## config.mk

```make
export PLATFORM = sky130hd
export DESIGN_NAME = dac_ctrl
export DESIGN_NICKNAME = d
export VERILOG_FILES = /design/src/rtl/dac_ctrl.sv
export SDC_FILE = /design/constraint.sdc
export NUM_CORES = 1
export LEC_CHECK = 0
export CAP_MARGIN = 5
export CORE_MARGIN = 10
export CORE_UTILIZATION = 28
export CTS_BUF_LIST = sky130_fd_sc_hd__clkbuf_16
export CTS_CLUSTER_SIZE = 16
export DETAILED_ROUTE_END_ITERATION = 12
export SLEW_MARGIN = 15
export SYNTH_ARGS = -nofsm -noshare
export SYNTH_HDL_FRONTEND = slang
export SYNTH_SLANG_ARGS = --single-unit
```

## constraint.sdc

```tcl
create_clock -name wb_clk_i -period 8.57 [get_ports wb_clk_i]
set_input_delay 1.2855 -clock wb_clk_i [delete_from_list [all_inputs] [get_ports wb_clk_i]]
set_output_delay 1.2855 -clock wb_clk_i [all_outputs]
set_load 0.01 [all_outputs]
```

## src/rtl/dac_ctrl.sv

```systemverilog
// Dual-channel serial DAC sequencer: register bus, 4x16 sample FIFO, frame timer, bit shifter.
// Define DAC_CTRL_IRQ_EN to build the CTRL.IRQEN bit and the FIFO low-water interrupt.
module dac_ctrl (
    input  logic       wb_clk_i,
    input  logic       rst,
    input  logic [3:0] addr,
    input  logic [7:0] data_in,
    output logic [7:0] data_out,
    input  logic       bus_cyc,
    input  logic       bus_we,
    output logic       irq,
    output logic       dac_clk,
    output logic       dac_dat0,
    output logic       dac_dat1,
    output logic       dac_le
);

    typedef enum logic [1:0] {IDLE, SHIFT_LO, SHIFT_HI, LATCH} state_t;

    logic        en_q;
    logic [7:0]  clkdiv_q;
    logic [7:0]  data_a_q;
    logic [7:0]  data_b_q;
    logic [15:0] rate_q;
    logic        ovf_q, unf_q;
    logic [7:0]  data_out_q;
    logic [15:0] timer_q, timer_d;

    logic [15:0] fifo_q [4];
    logic [1:0]  wptr_q, rptr_q;
    logic [2:0]  count_q, count_d;

    state_t      state_q;
    logic [7:0]  ph_q;
    logic [2:0]  bit_q;
    logic [6:0]  sh_a_q, sh_b_q;
    logic        clk_q, dat0_q, dat1_q, le_q;

    logic        wr_en, flush, tick, idle, empty, full;
    logic        pop, push_req, push_ok, ovf_set, unf_set, ph_done, irqen_rd;
    logic [15:0] head;
    logic [7:0]  rdata;

    assign wr_en    = bus_cyc & bus_we;
    assign flush    = wr_en & (addr == 4'd0) & data_in[7];
    assign tick     = en_q & (timer_q == 16'd0);
    assign idle     = (state_q == IDLE);
    assign empty    = (count_q == 3'd0);
    assign full     = (count_q == 3'd4);
    assign head     = fifo_q[rptr_q];
    assign pop      = tick & idle & ~empty;
    assign push_req = wr_en & (addr == 4'd3);
    // A pop in the same cycle frees the slot, so a push to a full FIFO is still taken.
    assign push_ok  = push_req & (~full | pop);
    assign ovf_set  = push_req & full & ~pop;
    assign unf_set  = tick & idle & empty;
    assign ph_done  = (ph_q == clkdiv_q);

`ifdef DAC_CTRL_IRQ_EN
    logic irqen_q;

    always_ff @(posedge wb_clk_i or posedge rst) begin
        if (rst)
            irqen_q <= 1'b0;
        else if (wr_en && addr == 4'd0)
            irqen_q <= data_in[1];
    end

    assign irqen_rd = irqen_q;
    assign irq      = irqen_q & (count_q < 3'd2);
`else
    assign irqen_rd = 1'b0;
    assign irq      = 1'b0;
`endif

    always_comb begin
        rdata = 8'hAA;
        case (addr)
            4'd0: rdata = {6'b0, irqen_rd, en_q};
            4'd1: rdata = clkdiv_q;
            4'd2: rdata = data_a_q;
            4'd3: rdata = data_b_q;
            4'd4: rdata = rate_q[7:0];
            4'd5: rdata = rate_q[15:8];
            4'd6: rdata = {~idle, count_q, unf_q, ovf_q, full, empty};
            default: rdata = 8'hAA;
        endcase
    end

    always_ff @(posedge wb_clk_i or posedge rst) begin
        if (rst) begin
            en_q       <= 1'b0;
            clkdiv_q   <= 8'd0;
            data_a_q   <= 8'd0;
            data_b_q   <= 8'd0;
            rate_q     <= 16'hFFFF;
            ovf_q      <= 1'b0;
            unf_q      <= 1'b0;
            data_out_q <= 8'd0;
        end else begin
            if (wr_en) begin
                case (addr)
                    4'd0: en_q           <= data_in[0];
                    4'd1: clkdiv_q       <= data_in;
                    4'd2: data_a_q       <= data_in;
                    4'd3: data_b_q       <= data_in;
                    4'd4: rate_q[7:0]    <= data_in;
                    4'd5: rate_q[15:8]   <= data_in;
                    default: ;
                endcase
            end
            if (ovf_set)
                ovf_q <= 1'b1;
            else if (wr_en && addr == 4'd6 && data_in[2])
                ovf_q <= 1'b0;
            if (unf_set)
                unf_q <= 1'b1;
            else if (wr_en && addr == 4'd6 && data_in[3])
                unf_q <= 1'b0;
            if (bus_cyc)
                data_out_q <= rdata;
        end
    end

    // RATE is only sampled at reload, so writes mid-period do not disturb the current frame slot.
    always_comb begin
        timer_d = timer_q - 16'd1;
        if (!en_q || timer_q == 16'd0)
            timer_d = rate_q;
    end

    always_ff @(posedge wb_clk_i or posedge rst) begin
        if (rst)
            timer_q <= 16'hFFFF;
        else
            timer_q <= timer_d;
    end

    always_comb begin
        count_d = count_q + {2'b0, push_ok} - {2'b0, pop};
        if (flush)
            count_d = 3'd0;
    end

    always_ff @(posedge wb_clk_i or posedge rst) begin
        if (rst) begin
            for (int i = 0; i < 4; i++)
                fifo_q[i] <= 16'd0;
            wptr_q  <= 2'd0;
            rptr_q  <= 2'd0;
            count_q <= 3'd0;
        end else begin
            count_q <= count_d;
            if (flush) begin
                wptr_q <= 2'd0;
                rptr_q <= 2'd0;
            end else begin
                if (push_ok) begin
                    fifo_q[wptr_q] <= {data_a_q, data_in};
                    wptr_q         <= wptr_q + 2'd1;
                end
                if (pop)
                    rptr_q <= rptr_q + 2'd1;
            end
        end
    end

    // Shift registers hold only the bits not yet on the wire; the MSB lives in dat0_q/dat1_q.
    always_ff @(posedge wb_clk_i or posedge rst) begin
        if (rst) begin
            state_q <= IDLE;
            ph_q    <= 8'd0;
            bit_q   <= 3'd0;
            sh_a_q  <= 7'd0;
            sh_b_q  <= 7'd0;
            clk_q   <= 1'b0;
            dat0_q  <= 1'b0;
            dat1_q  <= 1'b0;
            le_q    <= 1'b0;
        end else begin
            case (state_q)
                IDLE: begin
                    if (pop) begin
                        state_q <= SHIFT_LO;
                        ph_q    <= 8'd0;
                        bit_q   <= 3'd7;
                        sh_a_q  <= head[14:8];
                        sh_b_q  <= head[6:0];
                        dat0_q  <= head[15];
                        dat1_q  <= head[7];
                        clk_q   <= 1'b0;
                    end
                end
                SHIFT_LO: begin
                    if (ph_done) begin
                        state_q <= SHIFT_HI;
                        ph_q    <= 8'd0;
                        clk_q   <= 1'b1;
                    end else
                        ph_q <= ph_q + 8'd1;
                end
                SHIFT_HI: begin
                    if (ph_done) begin
                        ph_q   <= 8'd0;
                        clk_q  <= 1'b0;
                        sh_a_q <= {sh_a_q[5:0], 1'b0};
                        sh_b_q <= {sh_b_q[5:0], 1'b0};
                        if (bit_q == 3'd0) begin
                            state_q <= LATCH;
                            le_q    <= 1'b1;
                            dat0_q  <= 1'b0;
                            dat1_q  <= 1'b0;
                        end else begin
                            state_q <= SHIFT_LO;
                            bit_q   <= bit_q - 3'd1;
                            dat0_q  <= sh_a_q[6];
                            dat1_q  <= sh_b_q[6];
                        end
                    end else
                        ph_q <= ph_q + 8'd1;
                end
                LATCH: begin
                    if (ph_done) begin
                        state_q <= IDLE;
                        ph_q    <= 8'd0;
                        le_q    <= 1'b0;
                    end else
                        ph_q <= ph_q + 8'd1;
                end
                default: state_q <= IDLE;
            endcase
        end
    end

    assign data_out = data_out_q;
    assign dac_clk  = clk_q;
    assign dac_dat0 = dat0_q;
    assign dac_dat1 = dat1_q;
    assign dac_le   = le_q;

endmodule

```

==> qor.yml <==
power_and_ir_drop:
  p_leak_nw: 4.14
  power_switching_mw: 0.872
  internal_power_mw: 1.76
  p_comb_share_pct: 24.5
  clockPowerShare_pct: 29.6
  pwr-share-seq_pct: 45.8
  powerDensity_nw_per_um2: 275
  swShare_pct: 33.2
  max-vdd-ir-drop_uv: 137
timing:
  fin_crit_sh_pct: 50.5
  clock-skew-final_ns: 0.0249
  setup_ws_ns: 4.24
  timing.final.crit_period_ns: 4.33
  slew_violations: 0
  fin_setup_tns_ns: 0
  fmax_mhz: 231
  timing.hold.ws_ns: 0.488
  setup_viol: 0
  rsz0062_at_grt: "no"
  slew_headroom_pct: 28.2
  hold_violations: 0
  worst_pin_slew_ns: 1.08
synth:
  synth-main-ff-cell: "dfrtp_1"
  yosysUniqueCellTypes: 70
  syn_area_um2: 8430
  avgSynthCellArea_um2: 12.8
  synth-seq-cells: 169
  synthArstFlopShare_pct: 100
  synth.yosys.seq_area_share_pct: 50.7
  syn_nets: 685
  synth_edf_count: 0
  netlist_instances: 657
  ys_warn_count: 0
clock_tree:
  root_buffer: "clkbuf_16"
  cts_buffers: 17
  insertion_delay_ns: 0.44
  clk_path_buf_depth: 2
  cts_tree: "yes"
  clock_sinks: 169
  cts_resized: 0
  cts_hold_buf: 0
  clk_pin_slew_ns: 0.07
  h-tree-depth: 4
  post_cts_buffers: 0
route:
  drt_iter0_drc: 460
  antenna_left: 0
  dr.pass1.iters: 5
  wl_mm: 19.1
  viasPerCell: 4.88
  route.detailed.wl_per_inst_um: 17.9
  dr_total_vias: 5217
  drc: 0
place:
  io_buffers: 27
  postPlaceCellArea_um2: 8950
  routabilityCongestion: 0.857
  dp_slack_ns: 3.83
  dp.cells: 1038
  dpl.hpwl_mm: 13.1
die:
  io_pins: 29
  die_y_um: 193
  rows: 63
  core_area_um2: 29600
  dieArea_um2: 37400
  die-width_um: 193
  start_util_pct: 28.4
cells_and_area:
  syn_to_final_growth_pct: 13.5
  nFillCells: 2991
  nets: 695
  seqCellArea_um2: 4270
  fin_area_um2: 9560
  multiInputGateArea_um2: 3800
  antenna_cells: 0
  stdcell_count: 1070
  drive_gt1_share_pct: 32.5
setup_path:
  cp_top_family: "buffers and inverters"
  start_kind: "primary input"
  critPathKind: "primary input to flip-flop"
  cp.arrival_ns: 4.63
  max_stage_delay_ns: 1.06
  required_ns: 8.87
  cp_cell_sequence: "clkdlybuf4s50_1 -> nand3_1 -> nor2_4 -> nand2_1 -> ha_1 -> inv_1 -> ha_1 -> inv_1 -> fa_1 -> xor2_1 -> xnor2_1 -> nor2_1"
  worstPathMaxFanout: 21
  cp_slowest_cell: "clkdlybuf4s50_1"
  endpoint_kind: "flip-flop"
  path_buf_inv: 3
global_route:
  overflow: 0
  grt_max_degree: 108
  grtUsageTotal_pct: 10.2
  grt_pass1_vias: 5331
  grt_pass1_wl_mm: 31.2
  antenna_found_initial: 0
run_status:
  status: "finished clean"
flow_run:
  max_cap_violations: 0
hold_path:
  hold_class: "flip-flop to flip-flop"
==> metal layers <==
metal  global-route usage, %  routed length [µm]
met1                    14.1                9160
met2                    15.7                9020
met3                    2.04                 669
met4                    3.15                 269
met5                       0                   0
==> area by class of cell <==
cell class | count | share of cell area, %
timing repair buffer | 29 | 2.98
tap | 390 | 5.10
multi-input combinational | 423 | 39.8
clock inverter | 15 | 1.94
inverter | 27 | 1.11
sequential | 169 | 44.6
clock buffer | 17 | 4.45
==> state kept, by name, summed over array words and instances (netlist names), 2 cells and up <==
name,cells
count_q,3
data_a_q,8
ph_q,8
rate_q,16
rptr_q,2
sh_b_q,7
sh_a_q,7
data_b_q,8
data_out,8
fifo_q,64
bit_q,3
state_q,2
clkdiv_q,8
wptr_q,2
timer_q,16
==> layout by cell type (no fill, tap or decap), types with 7 or more instances in the layout <==
cell | synthesis | final
mux2i_1 | 7 | 7
clkdlybuf4s50_1 | 0 | 27
nor3_1 | 9 | 9
inv_1 | 27 | 26
a21oi_1 | 17 | 17
o21ai_0 | 25 | 24
nand3_1 | 10 | 10
mux2_4 | 42 | 42
ha_1 | 11 | 11
nor2b_1 | 11 | 11
o22ai_1 | 12 | 12
clkbuf_16 | 0 | 17
mux2_2 | 70 | 70
a22o_1 | 14 | 14
a21oi_2 | 9 | 9
dfrtp_1 | 137 | 137
xnor2_1 | 10 | 10
nand2_1 | 40 | 40
mux4_2 | 16 | 16
dfstp_2 | 32 | 32
xor2_1 | 13 | 13
nor2_1 | 20 | 20
==> worst paths after layout <==
kind,start,slack (ns),cells past startpoint,end
setup / recovery,addr[0],4.24,12,count_q[2]
hold / removal,ovf_q,0.49,2,ovf_q
setup reg to reg,timer_q[0],5.04,13,count_q[2]
hold reg to reg,ovf_q,0.49,2,ovf_q
max in group asynchronous,rst,5.77,3,data_out[7]
min in group asynchronous,rst,1.42,2,fifo_q[3]
==> cells by family (layout without fill, tap and decap cells) <==
logic type	after synthesis	after routing	share of synthesized area [%]
xor gates and xnor gates	23	23	2.39
AOI/OAI and AO/OA	119	119	9.98
other	1	1	0.0445
and+or+nand+nor	133	133	8.87
adders and majority gates	12	12	1.87
muxes	135	135	21.9
DFF	169	169	50.7
buffers and inverters	65	88	4.23
==> power by group through the flow <==
stage	Clock (mW)	Combinational [mW]	Sequential, mW
finish	0.779	0.645	1.20
global route	0.833	0.720	1.24
CTS	0.796	0.654	1.20
floorplan	0	0.536	1.13
global placement	0	0.635	1.21
detailed placement	0	0.651	1.22
==> cell usage after synthesis (13+ instances only) <==
| cell type | instances | share of area, % |
|---|---|---|
| xor2_1 | 13 | 1.4 |
| a22o_1 | 14 | 1.5 |
| mux2_2 | 70 | 9.4 |
| dfstp_2 | 32 | 10 |
| a21oi_1 | 17 | 1.0 |
| mux4_2 | 16 | 4.3 |
| dfrtp_1 | 137 | 41 |
| nand2_1 | 40 | 1.8 |
| nor2_1 | 20 | 0.89 |
| clkbuf_1 | 20 | 0.89 |
| o21ai_0 | 25 | 1.5 |
| inv_1 | 27 | 1.2 |
| mux2_4 | 42 | 7.5 |
==> per-stage QoR <==
stage	utilization (%)	power, mW
finish	32.3	2.63
global route	32.3	2.79
CTS	32.3	2.66
detailed placement	30.2	1.87
global placement	30.2	1.85
floorplan	-	1.67
==> worst min-delay path: cells and delay by family (launching register included) <==
| kind | cells | cell delay, ns |
|---|---|---|
| flip-flops | 1 | 0.34 |
| AND/OR/NAND/NOR | 1 | 0.05 |
| AO/OA/AOI/OAI | 1 | 0.06 |
(Power assumes the default switching activity.)
